`src/rtl/uart_arb_pkg.sv`:
```
// Shared types and helpers for the UART transmit-path arbiter.
package uart_arb_pkg;

  typedef enum logic [1:0] {
    IDLE = 2'd0,
    XFER = 2'd1,
    GAP  = 2'd2
  } state_t;

  localparam int BYTE_W  = 8;
  localparam int MAX_REQ = 4;

  // One-hot pick of the first valid index strictly after ptr, wrapping modulo num.
  function automatic logic [MAX_REQ-1:0] rr_pick(input logic [MAX_REQ-1:0] valid,
                                                 input logic [1:0]         ptr,
                                                 input int unsigned        num);
    logic [MAX_REQ-1:0] pick;
    logic               found;
    int unsigned        idx;
    pick  = '0;
    found = 1'b0;
    idx   = 0;
    for (int unsigned k = 1; k <= MAX_REQ; k++) begin
      if (!found && k <= num) begin
        idx = (int'(ptr) + k) % num;
        if (valid[idx[1:0]]) begin
          pick[idx[1:0]] = 1'b1;
          found          = 1'b1;
        end
      end
    end
    return pick;
  endfunction

endpackage

```
`src/rtl/uart_rr_picker.sv`:
```
// Combinational round-robin select over the requester valid lines.
module uart_rr_picker
  import uart_arb_pkg::*;
#(
  parameter int NUM_REQ = 2
) (
  input  logic [NUM_REQ-1:0] valid,
  input  logic [1:0]         ptr,
  output logic [NUM_REQ-1:0] pick,
  output logic               any
);

  logic [MAX_REQ-1:0] pick_all;

  always_comb begin
    pick_all = rr_pick(MAX_REQ'(valid), ptr, unsigned'(NUM_REQ));
  end

  assign pick = pick_all[NUM_REQ-1:0];
  assign any  = |pick_all;

endmodule

```
`src/rtl/uart_tx_arbiter.sv`:
```
// Packet-granular round-robin arbiter in front of the UART TX FIFO,
// with a baud-timed inter-packet gap and stalled-owner reclaim.
module uart_tx_arbiter
  import uart_arb_pkg::*;
#(
  parameter int NUM_REQ       = 2,
  parameter int GAP_TICKS     = 160,
  parameter int TIMEOUT_TICKS = 4096
) (
  input  logic                      clk,
  input  logic                      reset,
  input  logic                      en_16_x_baud,
  input  logic [NUM_REQ-1:0]        req_valid,
  input  logic [BYTE_W*NUM_REQ-1:0] req_data,
  input  logic [NUM_REQ-1:0]        req_last,
  output logic [NUM_REQ-1:0]        req_ready,
  output logic [BYTE_W-1:0]         tx_data,
  output logic                      tx_write,
  input  logic                      tx_buffer_full,
  output logic [NUM_REQ-1:0]        grant,
  output logic                      busy,
  output logic                      timeout_err
);

  localparam int TW = $clog2(TIMEOUT_TICKS + 1);
  localparam int GW = (GAP_TICKS > 0) ? $clog2(GAP_TICKS + 1) : 1;
  localparam logic [TW-1:0] T_LIM = TW'(TIMEOUT_TICKS);
  localparam logic [GW-1:0] G_LIM = GW'(GAP_TICKS);
  localparam state_t AFTER_PKT = (GAP_TICKS > 0) ? GAP : IDLE;

  state_t              state;
  logic [1:0]          ptr;
  logic [TW-1:0]       tcnt;
  logic [GW-1:0]       gcnt;
  logic [NUM_REQ-1:0]  pick;
  logic                any;
  logic [1:0]          pick_idx;
  logic [BYTE_W-1:0]   sel_data;
  logic                sel_valid;
  logic                sel_last;
  logic                xfer;
  logic [TW-1:0]       tcnt_inc;
  logic [GW-1:0]       gcnt_inc;
  logic [GW-1:0]       gap_start;

  uart_rr_picker #(.NUM_REQ(NUM_REQ)) u_picker (
    .valid (req_valid),
    .ptr   (ptr),
    .pick  (pick),
    .any   (any)
  );

  always_comb begin
    sel_data  = '0;
    sel_valid = 1'b0;
    sel_last  = 1'b0;
    pick_idx  = '0;
    for (int unsigned i = 0; i < NUM_REQ; i++) begin
      if (grant[i]) begin
        sel_data  = req_data[i*BYTE_W +: BYTE_W];
        sel_valid = req_valid[i];
        sel_last  = req_last[i];
      end
      if (pick[i]) pick_idx = 2'(i);
    end
  end

  // tx_write doubles as the write-pending flag: one byte per two clocks.
  assign req_ready = (state == XFER && !tx_buffer_full && !tx_write) ? grant : '0;
  assign xfer      = |(req_valid & req_ready);
  assign busy      = (state != IDLE);

  assign tcnt_inc  = (tcnt == T_LIM) ? tcnt : tcnt + 1'b1;
  assign gcnt_inc  = (gcnt == G_LIM) ? gcnt : gcnt + GW'(en_16_x_baud);
  // A tick on the entry edge counts as the first gap tick.
  assign gap_start = GW'(en_16_x_baud);

  always_ff @(posedge clk) begin
    if (reset) begin
      state       <= IDLE;
      grant       <= '0;
      ptr         <= 2'(NUM_REQ - 1);
      tcnt        <= '0;
      gcnt        <= '0;
      tx_data     <= '0;
      tx_write    <= 1'b0;
      timeout_err <= 1'b0;
    end else begin
      tx_write    <= 1'b0;
      timeout_err <= 1'b0;
      case (state)
        IDLE: begin
          if (any) begin
            grant <= pick;
            ptr   <= pick_idx;
            tcnt  <= '0;
            state <= XFER;
          end
        end
        XFER: begin
          if (xfer) begin
            tx_data  <= sel_data;
            tx_write <= 1'b1;
            tcnt     <= '0;
            if (sel_last) begin
              grant <= '0;
              gcnt  <= gap_start;
              state <= AFTER_PKT;
            end
          end else if (!sel_valid && en_16_x_baud) begin
            tcnt <= tcnt_inc;
            if (tcnt_inc >= T_LIM) begin
              timeout_err <= 1'b1;
              grant       <= '0;
              gcnt        <= gap_start;
              state       <= AFTER_PKT;
            end
          end
        end
        GAP: begin
          gcnt <= gcnt_inc;
          if (gcnt_inc >= G_LIM) state <= IDLE;
        end
        default: state <= IDLE;
      endcase
    end
  end

endmodule
```
`config.mk`:
```
export PLATFORM = sky130hd
export DESIGN_NAME = uart_tx_arbiter
export DESIGN_NICKNAME = d
export VERILOG_FILES = /design/src/rtl/uart_arb_pkg.sv /design/src/rtl/uart_rr_picker.sv /design/src/rtl/uart_tx_arbiter.sv
export SDC_FILE = /design/constraint.sdc
export NUM_CORES = 1
export LEC_CHECK = 0
export ABC_AREA = 1
export CORE_MARGIN = 2
export CORE_UTILIZATION = 30
export CTS_BUF_LIST = sky130_fd_sc_hd__clkbuf_16
export CTS_CLUSTER_DIAMETER = 50
export CTS_CLUSTER_SIZE = 24
export DETAILED_ROUTE_END_ITERATION = 10
export GPL_ROUTABILITY_DRIVEN = 0
export PLACE_DENSITY = 0.49
export SLEW_MARGIN = 20
export SYNTH_ARGS = -nofsm -noshare
export SYNTH_HDL_FRONTEND = slang
export SYNTH_HIERARCHICAL = 1
export SYNTH_SLANG_ARGS = --single-unit
export TNS_END_PERCENT = 30
```
`constraint.sdc`:
```
create_clock -name clk -period 2.2 [get_ports clk]
set_input_delay 0.22 -clock clk [delete_from_list [all_inputs] [get_ports clk]]
set_output_delay 0.22 -clock clk [all_outputs]
set_load 0.005 [all_outputs]
```
==> out/metrics.cfg <==
[die]
dieArea_mm2 = 0.008683
die_h_um = 93.18
rows = 32
die_w_um = 93.18
start_util_pct = 30.88
core_mm2 = 0.007727
num_io_pins = 39

[worst_hold_path]
hold_class = flop to flop
min_path_cells = 2

[timing]
setup_tns_ns = 0
hold_ws_ns = 0.4933
hold_viol_final = 0
fin_skew_ns = 0.009184
drv_slew = 0
worst_pin_slew_ns = 0.3487
rsz0062_at_grt = false
finalWorstSetupSlack_ns = 0.2448
setup_viol = 0
slew_headroom_pct = 76.73
max_freq_mhz = 511.5
period_needed_ns = 1.955
period_share_pct = 88.87

[power_and_ir_drop]
p_comb_share_pct = 43.9
power_frac_seq_pct = 29.3
power_frac_clock_pct = 26.8
power.switching_w = 0.001057
switching_share_pct = 40.43
ir_drop_mv = 0.5883
cellPowerDensity_mw_per_mm2 = 871.3
p_leak_nw = 1.126
p_int_w = 0.001557

[critical_path]
cpPeakStageDelay_ns = 0.51
cp_slowest_cell = clkdlybuf4s50_1
endpoint = req_ready[0]
crit_arrival_ns = 1.74
rrSetupSlack_ns = 0.29
startpoint = state[1]$_SDFFE_PP0P_
r2r-start = state[1]$_SDFFE_PP0P_
endpoint_kind = output port
cp_max_fo = 4
cp_data_required_time_ns = 1.98
regToRegEndpoint = grant[1]$_SDFFE_PP0P_
path_cells = inv_1 > ha_1 > nand2_2 > nor2_1 > clkdlybuf4s50_1
critPathLaunchType = flop
critPathKind = flop to output port
reg2reg_depth = 10

[clock_tree]
clock_path_buffers = 2
postCtsSetupBuffers = 0
clock_sinks = 36
cts_hold_buffers = 0
cts_resized = 0
htreeDepth = 2
cts_tree = done
cts-root-buf = clkbuf_16
clk_pin_slew_ns = 0.06
clock_latency_ns = 0.28
numCtsBuffers = 5

[cells_and_area]
nets = 412
area.growth.synth_to_final_pct = 25.75
drive_gt1_share_pct = 14.47
n_antenna_cell = 0

[routing]
vias_per_cell = 4.627
drc = 0
dr.pass1.iters = 4
drtIter0Drc = 112
drt_wl_total_um = 5813
wl_per_cell_um = 12.06
vias = 2230
ant_nets = 0

[synthesis]
yosysWarnings = 6
avgSynthCellArea_um2 = 7.059
synth_area_mm2 = 0.002386
netlist_instances = 338
synth_fp_nets = 371

[placement]
io_buffers = 38
place_ws_ns = 0.1403
hpwl_um = 4352

[global_route]
grt_max_degree = 19
antenna_found_initial = 0
grt.total_usage_pct = 14.52
overflow = 0
grt_pass1_vias = 2177
grt_pass1_wl_um = 10200

[flow_run]
drv_cap = 0

[outcome]
outcome = complete, no violations

through the flow:
step | utilization, % | total power (W) | cells | area [µm²]
6_report | 38.83 | 0.002614 | 482 | 3000
3_5_place_dp | 36.97 | 0.001940 | 474 | 2856
3_3_place_gp | 36.97 | 0.001936 | 474 | 2856
4_1_cts | 38.83 | 0.002644 | 482 | 3000
2_1_floorplan | - | 0.001641 | 338 | 2386
5_1_grt | 38.83 | 0.002828 | 482 | 3000
metal layers:
| layer | share of wire (%) | vias to the layer above | track usage [%] | wire [µm] |
|---|---|---|---|---|
| li1 | - | 1197 | - | - |
| met1 | 52 | 990 | 20.34 | 2995 |
| met2 | 44 | 41 | 22.52 | 2561 |
| met3 | 3.7 | 2 | 2.901 | 215 |
| met4 | 0.69 | 0 | 4.412 | 40 |
| met5 | 0 | - | 0 | 0 |
critical path, delay by kind of cell, from the launching register on:
family,cells,cell delay [ns]
buffers and inverters,2,0.63
flip-flops,1,0.33
adder cells (fa/ha/maj),1,0.28
AND/OR/NAND/NOR,2,0.22
state kept, by name, summed over array words and instances (netlist names):
name	count
gcnt	8
grant	2
ptr	1
state	2
tcnt	13
timeout_err	1
tx_data	8
tx_write	1
cells in the final DEF (no fill, tap or decap), types with 5 or more instances in the layout:
cell type	instances
clkbuf_16	5
xor2_1	8
inv_1	33
buf_4	8
nor2_1	29
nand4_1	10
nand2_2	6
ha_1	9
nor2_2	7
nand3_1	25
a31oi_1	8
a21oi_2	7
nand2_1	83
o21ai_0	11
dfxtp_1	36
nor3_1	5
a21oi_1	21
clkdlybuf4s50_1	38
nand3_2	8
how the worst min path moves through the flow:
stage / from / to / slack [ns]
after CTS: ptr[0]$_SDFFE_PP1P_ / ptr[0]$_SDFFE_PP1P_ / 0.50
after global routing: tcnt[1]$_SDFFE_PP0P_ / tcnt[1]$_SDFFE_PP0P_ / 0.53
after global placement: ptr[0]$_SDFFE_PP1P_ / ptr[0]$_SDFFE_PP1P_ / 0.48
final: ptr[0]$_SDFFE_PP1P_ / ptr[0]$_SDFFE_PP1P_ / 0.49
after floorplan: req_data[9] / tx_data[1]$_SDFFE_PP0P_ / 0.38
after detailed placement: ptr[0]$_SDFFE_PP1P_ / ptr[0]$_SDFFE_PP1P_ / 0.49
cell type report:
class | instances | area (µm²)
timing repair buffer | 46 | 440.4
clock buffer | 5 | 125.1
fill | 828 | 4727
tap | 102 | 127.6
sequential | 36 | 720.7
clock inverter | 3 | 18.77
multi-input combinational | 255 | 1436
inverter | 35 | 131.4
power groups by stage:
stage | combinational, W | clock [W] | sequential [W]
detailed placement | 0.00116 | 0 | 0.000779
global route | 0.00131 | 0.000745 | 0.000777
floorplan | 0.000868 | 0 | 0.000773
finish | 0.00115 | 0.000700 | 0.000765
global placement | 0.00116 | 0 | 0.000781
CTS | 0.00117 | 0.000710 | 0.000766
Power figures use the tool's default switching activity.
